`config.mk`:
```
export PLATFORM = sky130hd
export DESIGN_NAME = gpio_irq_ctrl
export DESIGN_NICKNAME = d
export VERILOG_FILES = /design/src/rtl/gpio_irq_ctrl_pkg.sv /design/src/rtl/gpio_irq_ctrl_filter.sv /design/src/rtl/gpio_irq_ctrl.sv
export SDC_FILE = /design/constraint.sdc
export NUM_CORES = 1
export LEC_CHECK = 0
export CAP_MARGIN = 20
export CORE_MARGIN = 2
export CORE_UTILIZATION = 26
export DETAILED_ROUTE_END_ITERATION = 12
export DONT_BUFFER_PORTS = 1
export GPL_TIMING_DRIVEN = 0
export PLACE_DENSITY_LB_ADDON = 0.08
export SYNTH_ARGS = -nofsm -noshare
export SYNTH_HDL_FRONTEND = slang
export SYNTH_SLANG_ARGS = --single-unit
export TNS_END_PERCENT = 50
```
`constraint.sdc`:
```
create_clock -name clk -period 2.8 [get_ports clk]
set_input_delay 0.14 -clock clk [delete_from_list [all_inputs] [get_ports clk]]
set_output_delay 0.14 -clock clk [all_outputs]
set_load 0.05 [all_outputs]
```
`src/rtl/gpio_irq_ctrl_pkg.sv`:
```
// gpio_irq_ctrl_pkg
//   Shared constants for the GPIO interrupt controller. The register offsets
//   and the DEBOUNCE field width live here so that software headers for the
//   GPIO block can be generated from the same values the RTL decodes.
//   Also provides the register selector enum and the offset decoder used by
//   the top level.
package gpio_irq_ctrl_pkg;

  localparam logic [7:0] OFF_IRQ_ENABLE = 8'h00;
  localparam logic [7:0] OFF_EDGE_RISE  = 8'h04;
  localparam logic [7:0] OFF_EDGE_FALL  = 8'h08;
  localparam logic [7:0] OFF_PENDING    = 8'h0C;
  localparam logic [7:0] OFF_PIN_STATE  = 8'h10;
  localparam logic [7:0] OFF_DEBOUNCE   = 8'h14;

  localparam int DEBOUNCE_W = 16;

  typedef enum logic [2:0] {
    REG_IRQ_ENABLE,
    REG_EDGE_RISE,
    REG_EDGE_FALL,
    REG_PENDING,
    REG_PIN_STATE,
    REG_DEBOUNCE,
    REG_NONE
  } reg_sel_e;

  function automatic reg_sel_e decode_offset(input logic [7:0] off);
    reg_sel_e sel;
    case (off)
      OFF_IRQ_ENABLE: sel = REG_IRQ_ENABLE;
      OFF_EDGE_RISE:  sel = REG_EDGE_RISE;
      OFF_EDGE_FALL:  sel = REG_EDGE_FALL;
      OFF_PENDING:    sel = REG_PENDING;
      OFF_PIN_STATE:  sel = REG_PIN_STATE;
      OFF_DEBOUNCE:   sel = REG_DEBOUNCE;
      default:        sel = REG_NONE;
    endcase
    return sel;
  endfunction

endpackage

```
`src/rtl/gpio_irq_ctrl_filter.sv`:
```
// gpio_filter
//   Per-pin input conditioning: a 2-flop synchronizer followed by a 2-deep
//   history sampled on the shared debounce tick. The filtered level only
//   follows the synchronized value once it has been identical on three
//   consecutive ticks, so shorter pulses are rejected.
// Ports
//   clk     : clock
//   rst_n   : asynchronous active-low reset
//   tick_i  : debounce sample strobe, one cycle wide
//   pin_i   : raw asynchronous pin level
//   level_o : filtered pin level
//   rise_o  : filtered level is changing 0->1 on this edge
//   fall_o  : filtered level is changing 1->0 on this edge
module gpio_filter (
  input  logic clk,
  input  logic rst_n,
  input  logic tick_i,
  input  logic pin_i,
  output logic level_o,
  output logic rise_o,
  output logic fall_o
);

  logic sync1_q, sync1_d;
  logic sync2_q, sync2_d;
  logic h0_q, h0_d;
  logic h1_q, h1_d;
  logic level_q, level_d;

  always_ff @(posedge clk or negedge rst_n) begin
    if (!rst_n) begin
      sync1_q <= 1'b0;
      sync2_q <= 1'b0;
      h0_q    <= 1'b0;
      h1_q    <= 1'b0;
      level_q <= 1'b0;
    end else begin
      sync1_q <= sync1_d;
      sync2_q <= sync2_d;
      h0_q    <= h0_d;
      h1_q    <= h1_d;
      level_q <= level_d;
    end
  end

  // The synchronizer runs every cycle; history and level move only on ticks.
  // rise/fall are asserted in the same cycle the level register is loaded so
  // the pending logic captures the event on the very edge the level changes.
  always_comb begin
    sync1_d = pin_i;
    sync2_d = sync1_q;
    h0_d    = h0_q;
    h1_d    = h1_q;
    level_d = level_q;
    rise_o  = 1'b0;
    fall_o  = 1'b0;
    if (tick_i) begin
      h0_d = sync2_q;
      h1_d = h0_q;
      if ((sync2_q == h0_q) && (h0_q == h1_q) && (sync2_q != level_q)) begin
        level_d = sync2_q;
        rise_o  = sync2_q;
        fall_o  = ~sync2_q;
      end
    end
  end

  assign level_o = level_q;

endmodule

```
`src/rtl/gpio_irq_ctrl.sv`:
```
// gpio_irq_ctrl
//   Edge-triggered interrupt controller for GPIO input pins. Each pin is
//   synchronized and debounced, filtered edges selected by EDGE_RISE and
//   EDGE_FALL latch into a W1C PENDING register, and irq_o is a registered
//   OR of PENDING masked by IRQ_ENABLE.
// Ports
//   clk             : clock
//   rst_n           : asynchronous active-low reset
//   pins_i          : raw pin levels, asynchronous to clk
//   read_request_i  : bus read strobe
//   write_request_i : bus write strobe
//   address_i       : byte address, bits [7:0] decoded
//   write_data_i    : bus write data
//   read_data_o     : combinational read data, zero when not reading
//   response_o      : zero-wait-state acknowledge
//   irq_o           : level interrupt
module gpio_irq_ctrl
  import gpio_irq_ctrl_pkg::*;
#(
  parameter int WIDTH = 20
) (
  input  logic             clk,
  input  logic             rst_n,
  input  logic [WIDTH-1:0] pins_i,
  input  logic             read_request_i,
  input  logic             write_request_i,
  input  logic [31:0]      address_i,
  input  logic [31:0]      write_data_i,
  output logic [31:0]      read_data_o,
  output logic             response_o,
  output logic             irq_o
);

  logic [WIDTH-1:0]      irq_enable_q, irq_enable_d;
  logic [WIDTH-1:0]      edge_rise_q, edge_rise_d;
  logic [WIDTH-1:0]      edge_fall_q, edge_fall_d;
  logic [WIDTH-1:0]      pending_q, pending_d;
  logic [DEBOUNCE_W-1:0] debounce_q, debounce_d;
  logic [DEBOUNCE_W-1:0] presc_q, presc_d;
  logic                  irq_q, irq_d;

  logic                  tick;
  logic [WIDTH-1:0]      level_vec;
  logic [WIDTH-1:0]      rise_vec;
  logic [WIDTH-1:0]      fall_vec;
  logic [WIDTH-1:0]      event_vec;
  logic [WIDTH-1:0]      w1c_mask;
  reg_sel_e              sel;
  logic                  unused_bits;

  assign sel         = decode_offset(address_i[7:0]);
  assign tick        = (presc_q == debounce_q);
  assign event_vec   = (rise_vec & edge_rise_q) | (fall_vec & edge_fall_q);
  assign response_o  = read_request_i | write_request_i;
  assign irq_o       = irq_q;
  assign unused_bits = ^{address_i[31:8], write_data_i};

  for (genvar i = 0; i < WIDTH; i++) begin : g_filter
    gpio_filter u_filter (
      .clk     (clk),
      .rst_n   (rst_n),
      .tick_i  (tick),
      .pin_i   (pins_i[i]),
      .level_o (level_vec[i]),
      .rise_o  (rise_vec[i]),
      .fall_o  (fall_vec[i])
    );
  end

  always_ff @(posedge clk or negedge rst_n) begin
    if (!rst_n) begin
      irq_enable_q <= '0;
      edge_rise_q  <= '0;
      edge_fall_q  <= '0;
      pending_q    <= '0;
      debounce_q   <= '0;
      presc_q      <= '0;
      irq_q        <= 1'b0;
    end else begin
      irq_enable_q <= irq_enable_d;
      edge_rise_q  <= edge_rise_d;
      edge_fall_q  <= edge_fall_d;
      pending_q    <= pending_d;
      debounce_q   <= debounce_d;
      presc_q      <= presc_d;
      irq_q        <= irq_d;
    end
  end

  // Register writes, W1C pending with set-over-clear priority, prescaler and
  // the registered interrupt. A DEBOUNCE write restarts the prescaler so the
  // new period starts cleanly from zero.
  always_comb begin
    irq_enable_d = irq_enable_q;
    edge_rise_d  = edge_rise_q;
    edge_fall_d  = edge_fall_q;
    debounce_d   = debounce_q;
    w1c_mask     = '0;
    presc_d      = tick ? '0 : presc_q + DEBOUNCE_W'(1);
    if (write_request_i) begin
      case (sel)
        REG_IRQ_ENABLE: irq_enable_d = write_data_i[WIDTH-1:0];
        REG_EDGE_RISE:  edge_rise_d  = write_data_i[WIDTH-1:0];
        REG_EDGE_FALL:  edge_fall_d  = write_data_i[WIDTH-1:0];
        REG_PENDING:    w1c_mask     = write_data_i[WIDTH-1:0];
        REG_DEBOUNCE: begin
          debounce_d = write_data_i[DEBOUNCE_W-1:0];
          presc_d    = '0;
        end
        default: ;
      endcase
    end
    pending_d = (pending_q & ~w1c_mask) | event_vec;
    irq_d     = |(pending_q & irq_enable_q);
  end

  // Read mux; narrower registers are zero-extended to the bus width.
  always_comb begin
    read_data_o = '0;
    if (read_request_i) begin
      case (sel)
        REG_IRQ_ENABLE: read_data_o[WIDTH-1:0]      = irq_enable_q;
        REG_EDGE_RISE:  read_data_o[WIDTH-1:0]      = edge_rise_q;
        REG_EDGE_FALL:  read_data_o[WIDTH-1:0]      = edge_fall_q;
        REG_PENDING:    read_data_o[WIDTH-1:0]      = pending_q;
        REG_PIN_STATE:  read_data_o[WIDTH-1:0]      = level_vec;
        REG_DEBOUNCE:   read_data_o[DEBOUNCE_W-1:0] = debounce_q;
        default: ;
      endcase
    end
  end

endmodule

```
Word level (Yosys, flattened, before mapping)
Index checks and enable logic that the tools add are counted.
W data, S select, Z words.
{"block": "word_totals", "input_bits": 88, "word_cells": 363, "reg_bits": 213, "out_inout_bits": 34}
{"block": "op_classes", "n_mux": 89, "n_reduce_logical": 67, "bitwise": 28, "n_eq_ne": 71, "n_addsub": 1}
{"operator": "$pmux W16 S6", "n": 1}
{"operator": "$and A20 B20 Y20", "n": 4}
{"operator": "$mux W1", "n": 80}
{"operator": "$mux W20", "n": 3}
{"operator": "$mux W16", "n": 3}
{"operator": "$reduce_and A2 Y1", "n": 24}
{"operator": "$eq A1 B1 Y1", "n": 40}
{"operator": "$logic_and A1 B1 Y1", "n": 40}
{"operator": "$or A20 B20 Y20", "n": 2}
{"operator": "$ne A1 B1 Y1", "n": 20}
{"operator": "$not A1 Y1", "n": 20}
{"operator": "$not A20 Y20", "n": 1}
{"operator": "$pmux W4 S5", "n": 1}
{"operator": "$reduce_or A20 Y1", "n": 1}
{"operator": "$pmux W3 S6", "n": 1}
{"operator": "$add A16 B1 Y16 const B", "n": 1}
{"operator": "$eq A16 B16 Y1", "n": 1}
{"operator": "$eq A8 B4 Y1 const B", "n": 2}
{"operator": "$eq A8 B5 Y1 const B", "n": 2}
{"operator": "$eq A8 B3 Y1 const B", "n": 1}
{"operator": "$logic_not A8 Y1", "n": 1}
{"operator": "$eq A3 B2 Y1 const B", "n": 2}
{"operator": "$eq A3 B3 Y1 const B", "n": 2}
{"operator": "$eq A3 B1 Y1 const B", "n": 1}
{"operator": "other kinds (2)", "n": 2}

Logic depth before layout (Yosys ltp)
Gate-level depths: netlist of run 1.
{"block": "depth", "depth_word": 8, "mapped_depth": 11, "ltp_nobuf": 8}

Cells and area by module
A second synthesis of run 1 with hierarchy kept.
{"block": "hier_totals", "hier_cells": 889, "area_unflattened_um2": 10349.9}
{"mod": "gpio_irq_ctrl", "instances": 1, "cells_each": 609, "seq_area_each_um2": 2827.7, "area_each_um2": 6396.1}
{"mod": "gpio_filter", "instances": 20, "cells_each": 14, "seq_area_each_um2": 125.1, "area_each_um2": 197.7}

Worst setup path after synthesis of run 1
Ideal clock, no wire load.
{"block": "synth_path", "kind": "in2out", "from": "input port address_i[1]", "to": "output port read_data_o[10]", "arrival_ps": 2903, "stages": 9, "slack_ps": -243, "path_buffers": 3, "required_time_ps": 2660, "cell_sequence": "or3_1 > buf_2 > or4_4 > buf_6 > ha_1 > a21oi_1 > o31ai_1 > clkbuf_1 > a21oi_1"}
{"block": "synth_between", "elab_chain_len": 5, "word_cells_on_any_way": 15, "classes_between": "10 x eq/ne; 3 x mux; 2 x reduce/logical"}
{"item": "from (decl)", "line": "gpio_irq_ctrl.sv:27", "text": "input logic [31:0] address_i,"}
{"item": "$eq A8 B5 Y1, or another cell as far along", "line": "gpio_irq_ctrl_pkg.sv:30", "text": "case (off)"}
{"item": "$pmux W3 S6 (*)", "line": "gpio_irq_ctrl_pkg.sv:30"}
{"item": "$eq A3 B3 Y1, or another cell as far along", "line": "gpio_irq_ctrl.sv:121", "text": "case (sel)"}
{"item": "$pmux W16 S6 (*)", "line": "gpio_irq_ctrl.sv:121"}
{"item": "$mux W20 (*)", "line": "gpio_irq_ctrl.sv:120", "text": "if (read_request_i) begin"}
{"item": "to (decl)", "line": "gpio_irq_ctrl.sv:29", "text": "output logic [31:0] read_data_o,"}
Every way passes the cells marked *; elsewhere a longest branch is shown, timed or not.

Worst setup path in the final report of run 1
{"block": "layout_path", "from": "input port address_i[1]", "to": "output port read_data_o[14]"}
The elaborated chain is that of the path after synthesis.

==> results of run 1 <==
worst paths after layout:
check / start / end / slack, ps
worst min-delay path: rst_n / edge_fall_q[9]$_DFFE_PN0P_ / -700
worst max register to register: debounce_q[3]$_DFFE_PN0P_ / g_filter[0].u_filter.h1_q$_DFFE_PN0N_ / 170
max in group asynchronous: rst_n / irq_enable_q[5]$_DFFE_PN0P_ / 2970
worst min register to register: g_filter[15].u_filter.sync1_q$_DFF_PN0_ / g_filter[15].u_filter.sync2_q$_DFF_PN0_ / 350
min in group clk: write_request_i / debounce_q[15]$_DFFE_PN0P_ / 30
worst max-delay path: address_i[1] / read_data_o[14] / 40
cell usage in the layout, fill, tap and decap left out, types with 3 or more instances in the layout:
cell type / netlist / routed
a21oi_4: 0 / 14
a221oi_1: 4 / 4
a222oi_1: 16 / 16
a22o_1: 4 / 4
a22oi_1: 7 / 7
a2bb2oi_1: 16 / 16
a31oi_1: 5 / 5
and3_1: 4 / 4
and4b_1: 20 / 20
buf_2: 9 / 10
buf_4: 12 / 25
buf_6: 3 / 4
clkbuf_1: 23 / 26
clkbuf_16: 0 / 27
clkbuf_2: 0 / 3
clkbuf_8: 0 / 5
clkinv_2: 0 / 5
conb_1: 1 / 12
dfrtp_1: 213 / 213
dlygate4sd3_1: 0 / 40
inv_1: 26 / 25
mux2_2: 143 / 143
mux2i_1: 20 / 20
nand2_1: 49 / 49
nand3_1: 4 / 4
nand4_1: 7 / 7
nor2_1: 22 / 22
nor2b_1: 3 / 3
nor3_1: 5 / 5
nor4b_1: 20 / 20
o21ai_0: 37 / 37
o21ai_1: 20 / 20
o21ai_2: 21 / 20
xnor2_1: 25 / 25
xor2_1: 5 / 5
logic make-up after synthesis:
group / after synthesis / synth area share
compound gates: 150 / 0.106
xor+xnor: 30 / 0.0270
fa+ha+maj: 2 / 0.00257
buf+inv: 73 / 0.0363
flops: 213 / 0.548
mux: 163 / 0.186
other cells: 1 / 0.000385
simple gates: 151 / 0.0936
repair_timing:
action	CTS	global route
endpoints found under the hold margin	329	213
buffers inserted	0	5
resized for setup	36	19
setup endpoints to repair	69	32
gates cloned	0	0
pin swaps	7	6
metrics by stage:
stage	instances	util	worst slack [ps]	instance area [um^2]
after floorplan	794	-	-243	9770
after global routing	1364	0.325	-32.0	11900
after CTS	1359	0.322	-122	11800
after global placement	1262	0.282	-1600	10400
after detailed placement	1272	0.285	-972	10400
final	1364	0.325	40.9	11900
registers in the layout, indices dropped and copies added, names as in the netlist:
| register | cells |
|---|---|
| debounce_q | 16 |
| edge_fall_q | 20 |
| edge_rise_q | 20 |
| g_filter.u_filter.h0_q | 20 |
| g_filter.u_filter.h1_q | 20 |
| g_filter.u_filter.level_o | 20 |
| g_filter.u_filter.sync1_q | 20 |
| g_filter.u_filter.sync2_q | 20 |
| irq_enable_q | 20 |
| irq_o | 1 |
| pending_q | 20 |
| presc_q | 16 |
where the power goes:
group	internal, W	leakage [nW]	switching [W]
Combinational	0.00116	1.97	0.000959
Clock	0.00186	0.400	0.00134
Sequential	0.00368	2.61	0.000549
Total	0.00669	4.98	0.00284
Yosys cell counts (5+ instances only):
cell type / count
a22oi_1: 7
nand2_1: 49
nor3_1: 5
o21ai_1: 20
xor2_1: 5
o21ai_0: 37
mux2i_1: 20
a31oi_1: 5
nor2_1: 22
a222oi_1: 16
nor4b_1: 20
nand4_1: 7
clkbuf_1: 23
buf_2: 9
xnor2_1: 25
inv_1: 26
and4b_1: 20
buf_4: 12
o21ai_2: 21
dfrtp_1: 213
mux2_2: 143
a2bb2oi_1: 16
a21oi_1: 17
cell type report:
type                    instances  area (um^2)
flip-flops and latches        213         5330
well taps                     468          586
clock inverters                 7         53.8
clock buffers                  40          754
fillers                      3642        24800
inverters                      26         97.6
plain buffers                  47          287
multi-input cells             508         4300
repair buffers                 55          522
worst max-delay path, cell delays in order:
cell,delay [ps]
or3_1,380
buf_2,190
or4_4,420
buf_6,150
ha_2,290
o31ai_4,410
clkbuf_8,340
a21oi_1,90
buf_4,200
routing by layer:
layer	up-vias	global-route usage	share of wire
met4	0	0.0512	0.033
met5	-	0	0
li1	3053	-	-
met3	53	0.0328	0.054
met1	3418	0.198	0.44
met2	166	0.250	0.47
==> results by group, run 1 <==
Place
  • Placer Congestion: 0.774
  • Buffers on Ports: 0
  • Half-perimeter wire length after placement: 19.7 mm

STA
  • Fin Hold WS: -698 ps
  • Max Slew Vio Count: 0
  • Final setup vio count: 0
  • Final worst-path cycle share: 0.985
  • Clk_skew: 9.30 ps
  • RSZ-0062 raised after global routing: yes
  • Max Fclk: 362 MHz
  • Relative slew slack: 0.311
  • Min cycle time layout: 2760 ps
  • Fin Setup TNS: 0 ps
  • Final hold vios: 213
  • Slew at the pin closest to its max-slew limit: 1030 ps

Cells and area
  • # diodes: 0
  • Post-layout nets: 968
  • Layout cells sized above 1: 0.305
  • Area delta synth->final: 22.7%

Clocking
  • Clock Path Buffers: 3
  • CTS tree: yes
  • Worst-path clk slew: 60 ps
  • Clock root cell: clkbuf_16
  • # clock sinks: 213
  • CTS Hold Buffers Added: 40
  • Clk_lat worst skew: 550 ps
  • H-tree Lvls: 1
  • CTS Buf Count: 27

Synthesis
  • EDFF count, synth: 0
  • Area contributors post-synth: dfrtp_1 55%, mux2_2 17%, xnor2_1 2.3%
  • Synth cell types: 45
  • Synth async-reset ratio: 1.00
  • Mapped Area: 9730 um^2
  • Cells after Synth: 783
  • Synth area leader: dfrtp_1
  • Share of the synthesized area in the top cell type: 0.548
  • Syn Area/Cell: 12.4 um^2
  • Seq cells post-synth: 213
  • Sequential-to-total area share from yosys stat: 0.548
  • Top_reg_cell synth: dfrtp_1
  • YS warnings: 0

Critical path
  • Setup crit end kind: output port
  • R2R cell count: 6
  • Worst-path maximum fanout: 10
  • Critical Path RT: 2660 ps
  • CP Data Arrival Time: 2620 ps
  • CP Launch Type: input port
  • Crit path kind: input port to output port

Floorplanning
  • Boundary pin count: 122
  • Die Wd: 197 um
  • Core ar.: 36700 um^2
  • Initial Utilization: 0.265
  • Die Area: 39000 um^2
  • Die Span Y: 197 um
  • Cell row count: 70

Power and ir drop
  • Cell Pwr Density: 799 nW/um^2
  • Pleak: 4.98 nW
  • Highest ir drop seen on vdd: 0.420 mV
  • Tot Pwr: 0.00954 W

Global route
  • GRT Total Usage: 0.152
  • Initial antenna violation count: 1
  • Gr ovfl total: 0
  • Largest net degree at the start of global routing: 214
  • Global-route wire length before repair: 44.5 mm
  • Vias in the first global route: 7151

Routing
  • Length of the first detailed-routing pass in iterations: 5
  • Final ANT Viol Nets: 0
  • Final WL: 29.1 mm
  • Initial DRC count: 374
  • Vias post-DR: 6690
  • Via density: 4.90
  • WL/cell: 21.3 um
  • Residual DRC: 0

Min path
  • Worst hold path class: input port to asynchronous set/reset pin

Run
  • Max_cap viols: 0

Outcome
  • Outcome: finished, violations left
  • Failing checks: hold timing
(Power assumes the default switching activity.)
==> run 2: changes to the inputs <==
Settings changed: CORE_ASPECT_RATIO set to 1.5.
==> results by group, run 2 (synthesis results as in run 1) <==
Power and ir drop
  • Switch Pwr: 0.00287 W (was 0.00284 W)
  • Sw frac: 0.296 (was 0.298)
  • Cell Pwr Density: 808 nW/um^2 (was 799 nW/um^2)
  • Pleak: 4.98 nW (about the same)
  • Comb power frac: 0.210 (was 0.222)
  • Internal power: 0.00682 W (was 0.00669 W)
  • Seq pwr share: 0.438 (was 0.443)
  • Highest ir drop seen on vdd: 0.353 mV (was 0.420 mV)
  • Clock power share: 0.352 (was 0.335)

Critical path
  • CP delay by family, top: simple AND/OR/NAND/NOR gates (was buffers and inverters)
  • Critical Path RT: 2660 ps (about the same)
  • Worst path cell trace: or3_1 > buf_2 > or4_4 > buf_6 > ha_2 > inv_2 > o21ai_4 > clkbuf_8 > a2bb2oi_1 > a21oi_4 (was or3_1 > buf_2 > or4_4 > buf_6 > ha_2 > o31ai_4 > clkbuf_8 > a21oi_1 > buf_4)
  • Slowest CP cell: or4_4 (unchanged)
  • Crit path kind: input port to output port (unchanged)
  • Reg2reg start: debounce_q[13]$_DFFE_PN0P_ (was debounce_q[3]$_DFFE_PN0P_)
  • Worst-path maximum fanout: 10 (unchanged)
  • CP Launch Type: input port (unchanged)
  • FF-to-FF End: g_filter[13].u_filter.h1_q$_DFFE_PN0N_ (was g_filter[0].u_filter.h1_q$_DFFE_PN0N_)
  • Crit-path max cell delay: 420 ps (about the same)
  • Setup crit end kind: output port (unchanged)
  • Buffers plus inverters on the worst setup path: 4 (unchanged)
  • R2R cell count: 6 (unchanged)
  • R2R setup slack: 140 ps (was 170 ps)
  • CP Data Arrival Time: 2520 ps (was 2620 ps)

Routing
  • Final ANT Viol Nets: 0 (unchanged)
  • Final WL: 30.0 mm (was 29.1 mm)
  • Initial DRC count: 453 (was 374)
  • WL/cell: 21.8 um (was 21.3 um)
  • Residual DRC: 0 (unchanged)
  • Length of the first detailed-routing pass in iterations: 5 (unchanged)
  • Vias post-DR: 6751 (was 6690)
  • Via density: 4.91 (was 4.90)

Place
  • Pre-CTS setup slack: -930 ps (was -972 ps)
  • Buffers on Ports: 0 (unchanged)
  • Placed Cells incl. Taps: 1285 (was 1272)
  • Placer Congestion: 0.768 (was 0.774)
  • Placed inst area: 10400 um^2 (about the same)
  • Half-perimeter wire length after placement: 20.2 mm (was 19.7 mm)

Clocking
  • # clock sinks: 213 (unchanged)
  • Worst-path clk slew: 60 ps (about the same)
  • CTS Hold Buffers Added: 40 (unchanged)
  • Clk_lat worst skew: 540 ps (was 550 ps)
  • CTS tree: yes (unchanged)
  • Clock root cell: clkbuf_16 (unchanged)
  • CTS Buf Count: 25 (was 27)
  • Clock Path Buffers: 3 (unchanged)
  • H-tree Lvls: 1 (unchanged)

STA
  • Min cycle time layout: 2660 ps (was 2760 ps)
  • Max Slew Vio Count: 0 (unchanged)
  • RSZ-0062 raised after global routing: yes (unchanged)
  • Relative slew slack: 0.318 (was 0.311)
  • Fin Hold WS: -703 ps (was -698 ps)
  • Final hold vios: 213 (unchanged)
  • Slew at the pin closest to its max-slew limit: 1020 ps (was 1030 ps)
  • Fin Setup TNS: 0 ps (unchanged)
  • Clk_skew: 9.99 ps (was 9.30 ps)
  • Final worst-path cycle share: 0.951 (was 0.985)
  • Final worst setup slack: 137 ps (was 40.9 ps)
  • Final setup vio count: 0 (unchanged)
  • Max Fclk: 375 MHz (was 362 MHz)

Floorplanning
  • Core ar.: 36800 um^2 (was 36700 um^2)
  • Die Span Y: 241 um (was 197 um)
  • Die Wd: 162 um (was 197 um)
  • Die Area: 39000 um^2 (about the same)
  • Initial Utilization: 0.264 (was 0.265)
  • Cell row count: 86 (was 70)
  • Boundary pin count: 122 (unchanged)

Cells and area
  • Fillers: 3715 (was 3642)
  • Area taken by multi-input logic gates: 4330 um^2 (was 4300 um^2)
  • # diodes: 0 (unchanged)
  • Storage element area: 5330 um^2 (unchanged)
  • Finished Cell Area: 12000 um^2 (was 11900 um^2)
  • Finished Layout Cells: 1374 (was 1364)
  • Most frequent cells in the layout: 213 x dfrtp_1, 143 x mux2_2, 49 x nand2_1, 40 x dlygate4sd3_1, 37 x o21ai_0 (unchanged)
  • Post-layout nets: 962 (was 968)
  • Area delta synth->final: 23.3% (was 22.7%)
  • Layout cells sized above 1: 0.317 (was 0.305)
  • Commonest non-fill, non-tap cell in the layout: dfrtp_1 (unchanged)

Global route
  • Largest net degree at the start of global routing: 214 (unchanged)
  • Gr ovfl total: 0 (unchanged)
  • Vias in the first global route: 7259 (was 7151)
  • GRT Total Usage: 0.154 (was 0.152)
  • Global-route wire length before repair: 45.2 mm (was 44.5 mm)
  • Initial antenna violation count: 0 (was 1)

Outcome
  • Outcome: finished, violations left (unchanged)
  • Failing checks: hold timing (unchanged)

Run
  • Max_cap viols: 0 (unchanged)

Min path
  • Worst hold path class: input port to asynchronous set/reset pin (unchanged)
-- run 2: cell count changes in the layout (fill, tap and decap cells not counted), sizes merged --
cell      delta
inv          -1
buf          -3
clkbuf       -9
clkinvlp     +4
bufinv       +3
-- run 2: metrics by stage --
| stage | util | power [W] |
|---|---|---|
| finish | 0.326 | 0.00968 |
| global route | 0.326 | 0.0102 |
| CTS | 0.325 | 0.00988 |
| detailed placement | 0.284 | 0.00629 |
| global placement | 0.282 | 0.00615 |
| floorplan | - | 0.00556 |
-- run 2: worst max path at each step --
stage,start,end,cells past startpoint
after detailed placement,address_i[1],read_data_o[14],9
final,address_i[1],read_data_o[12],10
after CTS,address_i[2],read_data_o[14],7
after global routing,debounce_q[13]$_DFFE_PN0P_,g_filter[13].u_filter.h1_q$_DFFE_PN0N_,6
after floorplan,address_i[1],read_data_o[10],9
after global placement,address_i[1],read_data_o[6],8
-- run 2: power by group through the flow --
stage          Combinational [W]  Sequential, W  Clock (W)
2_1_floorplan            0.00150        0.00406          0
3_3_place_gp             0.00192        0.00423          0
3_5_place_dp             0.00200        0.00429          0
4_1_cts                  0.00208        0.00424    0.00356
5_1_grt                  0.00221        0.00432    0.00366
6_report                 0.00204        0.00424    0.00341
-- run 2: routing by layer --
layer	share of wire	routed length [um]	track usage
met2	0.52	15500	0.280
met4	0.045	1340	0.0692
met3	0.051	1540	0.0273
met1	0.39	11600	0.177
met5	0	0	0
-- run 2: what timing repair did --
action                                  CTS  global route
endpoints found under the setup margin   61            16
setup buffers                             1             3
hold endpoints to repair                329           213
pin swaps                                 2            10
resized for setup                        54             8
-- run 2: cell type report --
| type | instances | share of cell area |
|---|---|---|
| Inverter | 26 | 0.00814 |
| Tap cell | 484 | 0.0505 |
| Clock inverter | 13 | 0.0125 |
| Multi-Input combinational cell | 508 | 0.361 |
| Buffer | 47 | 0.0242 |
| Sequential cell | 213 | 0.444 |
| Clock buffer | 32 | 0.0585 |
| Timing Repair Buffer | 51 | 0.0407 |
-- run 2: worst register-to-register path, delay by kind of cell (launching register included) --
family        cells  cell delay (ps)
buf+inv           2              760
simple gates      2              700
flops             1              420
mux               1              410
xor+xnor          1              250
